`src/rtl/seg_scan_ctrl.sv`:
```
// Four-digit multiplexed 7-segment scan controller with a shadow/active word pair,
// per-slot dead time and optional leading-zero blanking.
module seg_scan_ctrl #(
    parameter logic [15:0] TICK_DIV  = 16'd2500,
    parameter logic [3:0]  BLANK_CYC = 4'd2
) (
    input  logic        clk,
    input  logic        reset,
    input  logic        en,
    input  logic        ld_valid,
    output logic        ld_ready,
    input  logic [15:0] ld_data,
    input  logic [3:0]  ld_dp,
    input  logic        lz_en,
    output logic [3:0]  hex_out,
    output logic        dp_out,
    output logic [3:0]  dig_sel,
    output logic        frame_strb
);

    localparam logic [15:0] SlotEnd  = TICK_DIV - 16'd1;
    localparam logic [15:0] BlankEnd = {12'd0, BLANK_CYC} - 16'd1;
    localparam bit          HasBlank = (BLANK_CYC != 4'd0);

    typedef enum logic [1:0] {StIdle, StBlank, StDrive} state_e;

    localparam state_e SlotStart = HasBlank ? StBlank : StDrive;

    state_e      state_q, state_d;
    logic [15:0] cnt_q, cnt_d;
    logic [1:0]  idx_q, idx_d;

    logic [15:0] shd_data_q;
    logic [3:0]  shd_dp_q;
    logic        pending_q, pending_d;
    logic [15:0] act_data_q, act_data_d;
    logic [3:0]  act_dp_q, act_dp_d;

    logic [3:0]  hex_q, hex_d;
    logic        dp_q, dp_d;
    logic [3:0]  sel_q, sel_d;
    logic        frame_q, frame_d;

    logic        accept;
    logic        xfer;
    logic [3:0]  nib_zero;
    logic [3:0]  blank;

    // ------------------------------------------------------------------
    // Word storage and handshake
    // ------------------------------------------------------------------
    assign ld_ready = !pending_q;
    assign accept   = ld_valid && ld_ready;
    // Scanning: transfer only at the frame boundary so a frame never mixes two words.
    assign xfer     = pending_q && (en ? frame_q : 1'b1);

    always_comb begin
        act_data_d = act_data_q;
        act_dp_d   = act_dp_q;
        if (xfer) begin
            act_data_d = shd_data_q;
            act_dp_d   = shd_dp_q;
        end
        pending_d = accept || (pending_q && !xfer);
    end

    always_ff @(posedge clk or posedge reset) begin
        if (reset) begin
            shd_data_q <= '0;
            shd_dp_q   <= '0;
            pending_q  <= 1'b0;
            act_data_q <= '0;
            act_dp_q   <= '0;
        end else begin
            if (accept) begin
                shd_data_q <= ld_data;
                shd_dp_q   <= ld_dp;
            end
            pending_q  <= pending_d;
            act_data_q <= act_data_d;
            act_dp_q   <= act_dp_d;
        end
    end

    // ------------------------------------------------------------------
    // Slot sequencer
    // ------------------------------------------------------------------
    always_ff @(posedge clk or posedge reset) begin
        if (reset) begin
            state_q <= StIdle;
            cnt_q   <= '0;
            idx_q   <= '0;
        end else begin
            state_q <= state_d;
            cnt_q   <= cnt_d;
            idx_q   <= idx_d;
        end
    end

    always_comb begin
        state_d = state_q;
        cnt_d   = cnt_q;
        idx_d   = idx_q;
        if (!en) begin
            state_d = StIdle;
            cnt_d   = '0;
            idx_d   = '0;
        end else begin
            case (state_q)
                StIdle: begin
                    state_d = SlotStart;
                    cnt_d   = '0;
                    idx_d   = '0;
                end
                StBlank, StDrive: begin
                    if (cnt_q == SlotEnd) begin
                        state_d = SlotStart;
                        cnt_d   = '0;
                        idx_d   = idx_q + 2'd1;
                    end else begin
                        cnt_d = cnt_q + 16'd1;
                        if (state_q == StBlank && cnt_q == BlankEnd) begin
                            state_d = StDrive;
                        end
                    end
                end
                default: begin
                    state_d = StIdle;
                    cnt_d   = '0;
                    idx_d   = '0;
                end
            endcase
        end
    end

    // ------------------------------------------------------------------
    // Leading-zero blanking, evaluated on the word the next cycle will show
    // ------------------------------------------------------------------
    always_comb begin
        for (int k = 0; k < 4; k++) begin
            nib_zero[k] = (act_data_d[4*k +: 4] == 4'h0);
        end
        blank[3] = lz_en && nib_zero[3];
        blank[2] = blank[3] && nib_zero[2];
        blank[1] = blank[2] && nib_zero[1];
        blank[0] = 1'b0;
    end

    // ------------------------------------------------------------------
    // Registered outputs, computed from the next sequencer state so they line up with it
    // ------------------------------------------------------------------
    always_comb begin
        hex_d   = hex_q;
        dp_d    = dp_q;
        sel_d   = '0;
        frame_d = 1'b0;
        if (state_d == StDrive) begin
            hex_d = act_data_d[{idx_d, 2'b00} +: 4];
            dp_d  = act_dp_d[idx_d];
            if (!blank[idx_d]) begin
                sel_d = 4'b0001 << idx_d;
            end
        end
        if (state_d != StIdle && cnt_d == SlotEnd && idx_d == 2'd3) begin
            frame_d = 1'b1;
        end
    end

    always_ff @(posedge clk or posedge reset) begin
        if (reset) begin
            hex_q   <= '0;
            dp_q    <= 1'b0;
            sel_q   <= '0;
            frame_q <= 1'b0;
        end else begin
            hex_q   <= hex_d;
            dp_q    <= dp_d;
            sel_q   <= sel_d;
            frame_q <= frame_d;
        end
    end

    assign hex_out    = hex_q;
    assign dp_out     = dp_q;
    assign dig_sel    = sel_q;
    assign frame_strb = frame_q;

endmodule

```
`config.mk`:
```
export PLATFORM = sky130hd
export DESIGN_NAME = seg_scan_ctrl
export DESIGN_NICKNAME = d
export VERILOG_FILES = /design/src/rtl/seg_scan_ctrl.sv
export SDC_FILE = /design/constraint.sdc
export NUM_CORES = 1
export LEC_CHECK = 0
export ABC_AREA = 0
export CORE_UTILIZATION = 38
export DETAILED_ROUTE_END_ITERATION = 6
export GPL_ROUTABILITY_DRIVEN = 0
export SETUP_SLACK_MARGIN = 0.1
export SLEW_MARGIN = 0
export SYNTH_ARGS = -nofsm -noshare
export SYNTH_HDL_FRONTEND = slang
export SYNTH_SLANG_ARGS = --single-unit
```
`constraint.sdc`:
```
create_clock -name clk -period 3.8 [get_ports clk]
set_input_delay 1.14 -clock clk [delete_from_list [all_inputs] [get_ports clk]]
set_output_delay 1.14 -clock clk [all_outputs]
set_load 0.02 [all_outputs]
```
* After elaboration in Yosys (flattened, before gate mapping) *
Index checks and enable logic that the tools add are counted.

word-level totals
  bits of input ports = 25
  word-level logic and storage cells = 62
  output and inout port bits = 11
  register bits after elaboration = 71

cells by class
  reduce and logical (&&, ||, !) cells = 18
  magnitude comparators = 1
  eq/ne operators = 7
  shifts and indexed selects = 2
  $add $sub $neg = 2
  multiplexer cells = 20

operators with widths
  operator                                                    count
  2-to-1 mux 16 bit                                           4
  == test 16 x 12 -> 1 bit, second input constant             2
  adder 16 x 1 -> 16 bit, second input constant               1
  == test 16 x 1 -> 1 bit, second input constant              1
  indexed part select 16 x 5 -> 4 bit                         1
  zero test 4 bit                                             3
  2-to-1 mux 2 bit                                            6
  2-to-1 mux 4 bit                                            3
  logical AND 1 bit                                           9
  == test 2 bit, second input constant                        3
  binary-select mux 1 bit (select 2 bit)                      2
  2-to-1 mux 1 bit                                            4
  case mux 2 bit (2 select lines)                             1
  left shift 1 x 2 -> 4 bit, first input constant             1
  less-than comparator 2 x 3 -> 1 bit, second input constant  1
  adder 2 x 1 -> 2 bit, second input constant                 1
  == test 2 x 1 -> 1 bit, second input constant               1
  zero test 1 bit                                             2
  zero test 2 bit                                             1
  nonzero test 2 bit                                          1
  OR reduction 2 bit                                          1
  logical OR 1 bit                                            1

* Longest topological paths before layout *
Gate-level depths: netlist (run 1).

  depth after elaboration = 11
  gate-level depth with buffers = 9
  gate-level depth less buffers = 8

* Worst setup path before layout (run 1) *
OpenSTA, ideal clock, no wires.

  path type = input-to-reg
  start = input port en
  end = register hex_q[2] (netlist: hex_out[2])
  setup slack = 0.958 ns
  stages = 7
  path buffers = 1
  library setup time = 0.137 ns
  arrival = 2.705 ns
  required time = 3.663 ns
  cell sequence = inv_1 -> o21ai_2 -> buf_2 -> mux2_2 -> mux2_4 -> a311oi_1 -> a32oi_1

on the way
  cells in the longest elaborated chain, start to end = 4
  elaborated cells between the ends (all ways) = 7
  classes of those cells = eq/ne: 1; shift: 1; mux: 4; reduce/logical: 1

ends and longest elaborated chain
  item                                 RTL line  source
  start: declaration                   9         input logic en,
  2-to-1 mux 1 bit                     55        assign xfer = pending_q && (en ? frame_q : 1'b1);
  logical AND 1 bit                    55
  2-to-1 mux 16 bit                    60        if (xfer) begin
  net act_data_d[10]                   36        logic [15:0] act_data_q, act_data_d;
  indexed part select 16 x 5 -> 4 bit  158       hex_d = act_data_d[{idx_d, 2'b00} +: 4];
  end signal: assignment               171       hex_q <= '0;
  end signal: assignment               176       hex_q <= hex_d;
  end: declaration                     39        logic [3:0] hex_q, hex_d;

The timed path passes the listed nets, and every way through them passes these cells.
A chain may end at the register's enable or synchronous reset.

* Worst setup path in the final report (run 1) *
  start = input port en
  end = register hex_q[0] (netlist: hex_out[0])

Same word-level chain as after synthesis.

==> results of run 1 <==
[sequential cells by signal, indices dropped and copies added, names as in the netlist]
name        flops
cnt_q          16
hex_out         4
idx_q           2
shd_dp_q        4
frame_strb      1
act_data_q     16
dp_out          1
state_q         2
shd_data_q     16
pending_q       1
act_dp_q        4
dig_sel         4
[power by group]
part	switching (uW)	total [uW]	internal, uW
registers	85.5	998	913
logic	182	412	230
clock network	301	675	374
[layout make-up]
type / count / share of cell area [%]
well taps: 108 / 3.21
clock buffers: 10 / 3.03
clock inverters: 6 / 2.20
multi-input cells: 221 / 38.7
inverters: 12 / 1.07
flip-flops and latches: 71 / 42.2
repair buffers: 42 / 9.57
[cell families after synthesis]
family	count (synthesis)
AO/OA/AOI/OAI	36
XOR/XNOR	16
adder cells (fa/ha/maj)	5
buffers and inverters	31
flip-flops	71
multiplexers	46
AND/OR/NAND/NOR	118
[placed cells by master (no fill, tap or decap), types with 3 or more instances in the layout]
cell              n
mux2i_1           3
inv_1            10
or4_1             3
xnor2_1          12
ha_1              5
nor2_1           35
a21oi_1           6
a31oi_1           3
o22ai_1           3
mux2_2           41
nand2_1          23
clkbuf_8          9
buf_4             7
o21ai_0           4
and3_1            7
nand3_1           6
xor2_1            4
nor4_1            7
nand4_1           4
dfrtp_1          71
clkdlybuf4s50_1  35
nor3_1           11
[worst reg2reg max path: cells and delay by family (launching register included)]
family / cells / cell delay (ns)
AO/OA/AOI/OAI: 2 / 0.74
AND/OR/NAND/NOR: 3 / 1.04
flip-flops: 1 / 0.44
adder cells (fa/ha/maj): 1 / 0.33
[worst min path at each step]
stage / from / to / slack (ns) / cells past startpoint
after floorplan: act_dp_q[3] / act_dp_q[3] / 0.47 / 1
after global placement: act_data_q[1] / act_data_q[1] / 0.48 / 1
after detailed placement: act_dp_q[3] / act_dp_q[3] / 0.49 / 1
after CTS: act_dp_q[3] / act_dp_q[3] / 0.50 / 1
after global routing: act_dp_q[1] / act_dp_q[1] / 0.52 / 1
final: act_dp_q[3] / act_dp_q[3] / 0.50 / 1
[through the flow]
stage | cell area, sq um | setup slack, ns | hold slack, ns
2_1_floorplan | 3560 | 0.863 | 0.467
3_3_place_gp | 3990 | 0.480 | 0.482
3_5_place_dp | 3990 | 0.404 | 0.485
4_1_cts | 4210 | 0.773 | 0.504
5_1_grt | 4210 | 0.660 | 0.516
6_report | 4210 | 0.773 | 0.500
[metal layers]
layer | track usage (%) | vias to the layer above | wire length (um)
met5 | 0 | - | 0
li1 | - | 1220 | -
met4 | 5.28 | 0 | 94
met3 | 4.18 | 8 | 278
met2 | 29.1 | 65 | 3940
met1 | 23.1 | 1229 | 3520
==> impl_metrics.toml, run 1 <==
[timing]
grt_setup_unrepaired = "false"
setup_viol = 0
tns_ns = 0
worst_slew_pin_slew_ns = 0.725
finalCriticalPeriod_ns = 3.03
drv_slew = 0
hold_viol_final = 0
slew_headroom_pct = 51.6
finalCritPeriodShare_pct = 79.7
fmax_mhz = 330
final.setup_skew_ns = 0.00960

[layout]
layout.nets = 387
fillCellCount = 827
drive_gt1_share_pct = 21.5
multi_input_area_sq_um = 1630
utilization_pct = 47.4
num_antenna_cells = 0
synthToLayoutAreaGrowth_pct = 18.3
finalNonFillerCells = 470
area.sequential_sq_um = 1780

[synth]
yosysUniqueCellTypes = 59
synth_area_per_cell_sq_um = 11.0
yosys.area_share.simple_pct = 17.9
synth_seq_cells = 71
syn_nets = 353
yosysTopAreaCell = "dfrtp_1"
synth_top_family_by_area = "simple AND/OR/NAND/NOR gates"
synth_compound_area_share_pct = 7.24
synth_top_area_share_pct = 49.9
synthesis.area_sq_um = 3560
synth_common_cells = "dfrtp_1, mux2_2, nor2_1, nand2_1, xnor2_1"
synthXorXnorAreaFrac_pct = 3.94
yosysWarningCount = 0
post-synth-top-count-cell = "dfrtp_1"
synth_edf_count = 0
synth.area.top_cells = "dfrtp_1, mux2_2, nor2_1, xnor2_1, nand2_1"
ys.flop_type = "dfrtp_1"
synthCells = 323
synth_fa_ha_area_share_pct = 1.76
async_reset_ff_share_pct = 100
synthMuxAreaShare_pct = 14.9
ys_seq_area_share_pct = 49.9

[drt]
drc = 0
wl_um = 7830
antenna_left = 0
vias_per_cell = 5.37
dr.pass1.iters = 5
drt_iter0_markers = 107
vias = 2522
routedWlPerCell_um = 16.7

[power]
p_total_uw = 2090
ir_drop_uv = 215
power_density_nw_per_um2 = 495
leakagePower_uw = 0.00173

[setup_path]
slowest_stage = "clkdlybuf4s50_1"
cp_cell_sequence = "clkdlybuf4s50_1, inv_1, o21ai_2, buf_4, buf_4, mux2_2, o22a_1, o32ai_1, o21ai_0"
rr_worst_depth = 6
cp-end-kind = "register"
worst-path-max-fanout = 18
path_delay_family = "buffers and inverters"
worstPathArrival_ns = 3.24
cp_num_buf_inv = 4
cp_common_cell = "buf_4"
path_class = "primary input to register"
worstPathRequired_ns = 4.01
cp.depth = 9
endpoint = "hex_out[0]"
r2r_start = "cnt_q[0]"
reg2reg_to = "frame_strb"
r2r_slack_ns = 1.12
worstSetupStartpoint = "en"
worst_setup_path_start_kind = "primary input"
max_stage_delay_ns = 0.52

[floorplan]
floorplan.rows = 34
die_w_um = 98.8
core_area_sq_um = 8890
die_area_sq_um = 9760
die_h_um = 98.8
initial_utilization_pct = 40.0
ios = 36

[run]
cap_violations = 0

[cts]
clk_latency_ns = 0.35
clock_path_buffers = 2
ctsHoldBuffers = 0
cts_tree = "yes"
root_buffer = "clkbuf_8"
cts_made_buffers = 9
clock_sinks = 71
cts_setup_buffers = 0
clkTransAtPathRegs_ns = 0.08
cts-resized-gates = 0
htree_levels = 3

[place]
portBuffers = 35
dp.final_hpwl_um = 5760
dpl.cell_count = 454

[grt]
grt.overflow.total = 0
grt_pass1_vias = 2565
grt_pass1_wl_um = 13400
grt_max_degree = 35
grt_use_total_pct = 17.7
antenna_found_initial = 0

[status]
outcome = "completed"

[min_path]
hold_path_class = "register to register"
(Power assumes the default switching activity.)
==> run 2, diff against run 1 <==
- clock period: 3.8 -> 2.9 ns (I/O delays scaled with it)
==> run 2 against run 1 <==
Compared with the run above:
- final cell count up 1.9%
- worst hold slack worse by 0.0051 ns
- non-clock buffer count up 10
- clock-buffer cell count unchanged
- clock power up 30%
- power up 32%
- design area up 2.8%
- critical path type is now register to register
- critical endpoint is now frame_strb
- largest cell class unchanged
==> impl_metrics.toml, run 2 (synthesized netlist as in run 1, its figures left out) <==
[place]
place_ws_ns = -0.123
dpl.cell_count = 464
dp.final_hpwl_um = 5630
portBuffers = 35

[timing]
worst_slack_ns = 0.316
finalCriticalPeriod_ns = 2.58
finalCritPeriodShare_pct = 89.1
fmax_mhz = 387
worst_slew_pin_slew_ns = 0.560
grt_setup_unrepaired = "false"
drv_slew = 0
tns_ns = 0
hold_viol_final = 0
final.setup_skew_ns = 0.00794
setup_viol = 0
slew_headroom_pct = 62.7

[floorplan]
initial_utilization_pct = 40.0
core_area_sq_um = 8890
floorplan.rows = 34
die_w_um = 98.8
die_h_um = 98.8
ios = 36
die_area_sq_um = 9760

[cts]
cts-resized-gates = 0
cts_tree = "yes"
clock_sinks = 71
ctsHoldBuffers = 0
clk_latency_ns = 0.34
cts_setup_buffers = 0
clock_path_buffers = 2
root_buffer = "clkbuf_8"
htree_levels = 3
clkTransAtPathRegs_ns = 0.08
cts_made_buffers = 9

[power]
ir_drop_uv = 272
power_density_nw_per_um2 = 637
leakagePower_uw = 0.00180

[setup_path]
cp_cell_sequence = "ha_1, nand3_1, or2_1, or4b_1, a2111o_1, a311oi_2, buf_4"
worst_setup_path_start_kind = "register"
worst-path-max-fanout = 6
rr_worst_depth = 7
worstPathRequired_ns = 3.19
worstPathArrival_ns = 2.87
slowest_stage = "or4b_1"
max_stage_delay_ns = 0.53
cp-end-kind = "register"
path_class = "register to register"
r2r_start = "cnt_q[0]"
worstSetupStartpoint = "cnt_q[0]"

[grt]
grt_use_total_pct = 17.5
antenna_found_initial = 0
grt_max_degree = 35
grt.overflow.total = 0
grt_pass1_wl_um = 13200
grt_pass1_vias = 2604

[drt]
vias_per_cell = 5.31
vias = 2545
drc = 0
dr.pass1.iters = 4
routedWlPerCell_um = 16.2
wl_um = 7780
antenna_left = 0
drt_iter0_markers = 103

[layout]
layout_commonest_cell = "dfrtp_1"
multi_input_area_sq_um = 1640
num_antenna_cells = 0
fillCellCount = 827
finalNonFillerCells = 479
area.sequential_sq_um = 1780
synthToLayoutAreaGrowth_pct = 21.6
reg_top3 = "act_data_q x16, cnt_q x16, shd_data_q x16"
drive_gt1_share_pct = 24.0
layout.nets = 397
layout_common_cells = "dfrtp_1, mux2_2, nor2_1, clkdlybuf4s50_1, nand2_1"

[run]
cap_violations = 0

[min_path]
hold_path_startpoint = "act_dp_q[3]"
whs_path_depth = 1
hold_path_class = "register to register"

[status]
outcome = "completed"
## run 2: final timing paths
| check | end | slack [ns] |
|---|---|---|
| max | frame_strb | 0.32 |
| min | act_dp_q[3] | 0.49 |
| max reg2reg | frame_strb | 0.32 |
| min reg2reg | act_dp_q[3] | 0.49 |
| max in group asynchronous | act_data_q[10] | 1.47 |
| min in group asynchronous | frame_strb | 0.87 |
## run 2: area by class of cell
class,instances,share of cell area (%)
inverter,12,1.04
sequential,71,41.0
tap,108,3.12
clock inverter,5,1.91
multi-input combinational,221,37.8
clock buffer,10,3.18
timing repair buffer,52,11.9
## run 2: critical path, delay by kind of cell, from the launching register on
| kind | cells | cell delay [ns] |
|---|---|---|
| buf+inv | 1 | 0.17 |
| flops | 1 | 0.45 |
| compound gates | 2 | 0.69 |
| fa+ha+maj | 1 | 0.21 |
| simple gates | 3 | 1.02 |
## run 2: metrics by stage
stage	hold WS, ns	power (uW)	util [%]	instance area [sq um]
6_report	0.495	2760	48.7	4330
5_1_grt	0.517	2910	48.7	4330
4_1_cts	0.497	2790	48.6	4320
3_5_place_dp	0.480	1910	46.1	4100
3_3_place_gp	0.476	1890	46.1	4100
2_1_floorplan	0.467	1680	-	3560
## run 2: per-layer routing
layer  track usage, %  share of wire (%)  vias up
met5                0                  0        -
met4             4.82                1.1        0
met3             4.40                3.7        6
met2             29.1                 49       45
met1             22.8                 46     1252
li1                 -                  -     1242
## run 2: report_power, final
part | internal [uW] | leakage, uW | switching (uW)
registers | 1200 | 0.000891 | 114
logic | 334 | 0.000796 | 236
clock network | 504 | 0.000112 | 372
total | 2030 | 0.00180 | 721
==> run 3, diff against run 2 <==
- CORE_UTILIZATION: 38 -> 63
- DONT_BUFFER_PORTS: not set -> 1
- PLACE_DENSITY: not set -> 0.79
- REMOVE_ABC_BUFFERS: not set -> 1
==> run 3 against run 2 <==
Compared with the run above:
- design area decreased by 12%
- power decreased by 2.7%
- clock power increased by 1%
- sequential share of layout area increased by 5.3 points
- via count decreased by 2.6%
- global-route usage increased by 10 points
- critical path type unchanged
- critical endpoint is now hex_out[2]
- largest cell class unchanged
==> impl_metrics.toml, run 3 (synthesized netlist as in run 1, its figures left out) <==
[timing]
hold_viol_final = 0
finalCritPeriodShare_pct = 87.9
drv_slew = 0
fmax_mhz = 392
grt_setup_unrepaired = "false"
tns_ns = 0
final.setup_skew_ns = 0.0146
worst_slack_ns = 0.351
slew_headroom_pct = 47.1
worst_slew_pin_slew_ns = 0.793
setup_viol = 0
finalCriticalPeriod_ns = 2.55

[cts]
root_buffer = "clkbuf_8"
ctsHoldBuffers = 0
htree_levels = 3
cts_setup_buffers = 0
cts_tree = "yes"
cts-resized-gates = 0
clock_path_buffers = 2
clock_sinks = 71
clk_latency_ns = 0.35
clkTransAtPathRegs_ns = 0.08
cts_made_buffers = 9

[run]
cap_violations = 0

[grt]
grt_max_degree = 39
grt.overflow.total = 0
use_met2_pct = 43.4
grt_pass1_vias = 2563
gr-max-usage-layer = "met2"
antenna_found_initial = 0
grt_pass1_wl_um = 12600
grt_use_total_pct = 27.8
met1_usage_pct = 35.8
use_met3_pct = 7.02

[power]
ir_drop_uv = 344
leakagePower_uw = 0.00160
power_density_nw_per_um2 = 700

[setup_path]
worstPathArrival_ns = 2.74
r2r_start = "cnt_q[3]"
path_delay_family = "simple AND/OR/NAND/NOR gates"
cp_cell_sequence = "nor3_1, nand3_2, or3_1, mux2_4, a311oi_1, a32oi_1"
endpoint = "hex_out[2]"
worstSetupStartpoint = "cnt_q[3]"
cp_num_buf_inv = 0
worstPathRequired_ns = 3.09
worst_setup_path_start_kind = "register"
cp-end-kind = "register"
reg2reg_to = "hex_out[2]"
max_stage_delay_ns = 0.55
slowest_stage = "or3_1"
rr_worst_depth = 6
r2r_slack_ns = 0.35
path_class = "register to register"
cp.depth = 6
worst-path-max-fanout = 9

[place]
portBuffers = 0
dp.final_hpwl_um = 5050
dpl.cell_count = 383
place_ws_ns = 0.345
placed_area_sq_um = 3610

[floorplan]
die_h_um = 77.2
die_w_um = 77.2
floorplan.rows = 27
die_area_sq_um = 5960
ios = 36
core_area_sq_um = 5470
initial_utilization_pct = 65.0

[status]
outcome = "completed"

[drt]
dr.pass1.iters = 5
drt_iter0_markers = 166
antenna_left = 0
routedWlPerCell_um = 18.2
vias = 2479
vias_per_cell = 6.21
drc = 0
wl_um = 7270

[layout]
fillCellCount = 384
layout_common_cells = "dfrtp_1, mux2_2, nor2_1, nand2_1, xnor2_1"
reg_top3 = "act_data_q x16, cnt_q x16, shd_data_q x16"
num_antenna_cells = 0
layout.nets = 352
fin_area_sq_um = 3830
drive_gt1_share_pct = 23.9
synthToLayoutAreaGrowth_pct = 7.59
layout_commonest_cell = "dfrtp_1"
finalNonFillerCells = 399

[min_path]
hold_path_class = "register to register"
-- run 3: changes by cell type in the layout (fill, tap and decap cells not counted), sizes merged --
cell	before	now
clkinv	3	2
buf	17	7
clkbuf	10	11
clkinvlp	0	1
clkdlybuf4s50	35	0
-- run 3: power by group --
group / internal, uW / switching, uW / total [uW] / leakage [uW]
Sequential: 1200 / 125 / 1320 / 0.000891
Clock: 508 / 378 / 887 / 0.000110
Combinational: 254 / 219 / 473 / 0.000604
-- run 3: routing by layer --
layer / part of all wire [%] / vias up
met4: 2.4 / 0
li1: - / 1148
met3: 4.6 / 18
met5: 0 / -
met2: 49 / 83
met1: 44 / 1230
-- run 3: through the flow --
step                      hold WS [ns]  total power [uW]  util (%)
after floorplan                  0.467              1670         -
after global placement           0.476              1780      65.9
after detailed placement         0.487              1810      65.9
after CTS                        0.506              2690      70.0
after global routing             0.517              2810      70.0
final                            0.506              2680      70.0
-- run 3: layout make-up --
class                           count  area, sq um  area share (%)
Timing Repair Buffer                7         65.1            1.70
Inverter                           12         45.0            1.18
Tap cell                           72         90.1            2.35
Multi-Input combinational cell    221         1630            42.6
Sequential cell                    71         1780            46.4
Clock inverter                      5         81.3            2.12
Clock buffer                       11          141            3.69
-- run 3: worst min-delay path by stage --
stage	cells past startpoint	from	to	slack [ns]
5_1_grt	1	act_dp_q[0]	act_dp_q[0]	0.52
4_1_cts	1	act_data_q[1]	act_data_q[1]	0.51
6_report	1	act_data_q[0]	act_data_q[0]	0.51
3_3_place_gp	1	act_dp_q[3]	act_dp_q[3]	0.48
2_1_floorplan	1	act_dp_q[3]	act_dp_q[3]	0.47
3_5_place_dp	1	act_data_q[1]	act_data_q[1]	0.49
-- run 3: worst reg2reg max path: stages (launching register included) --
cell and delay (ns):
dfrtp_1 0.46, nor3_1 0.43, nand3_2 0.17, or3_1 0.55, mux2_4 0.35, a311oi_1 0.29, a32oi_1 0.15
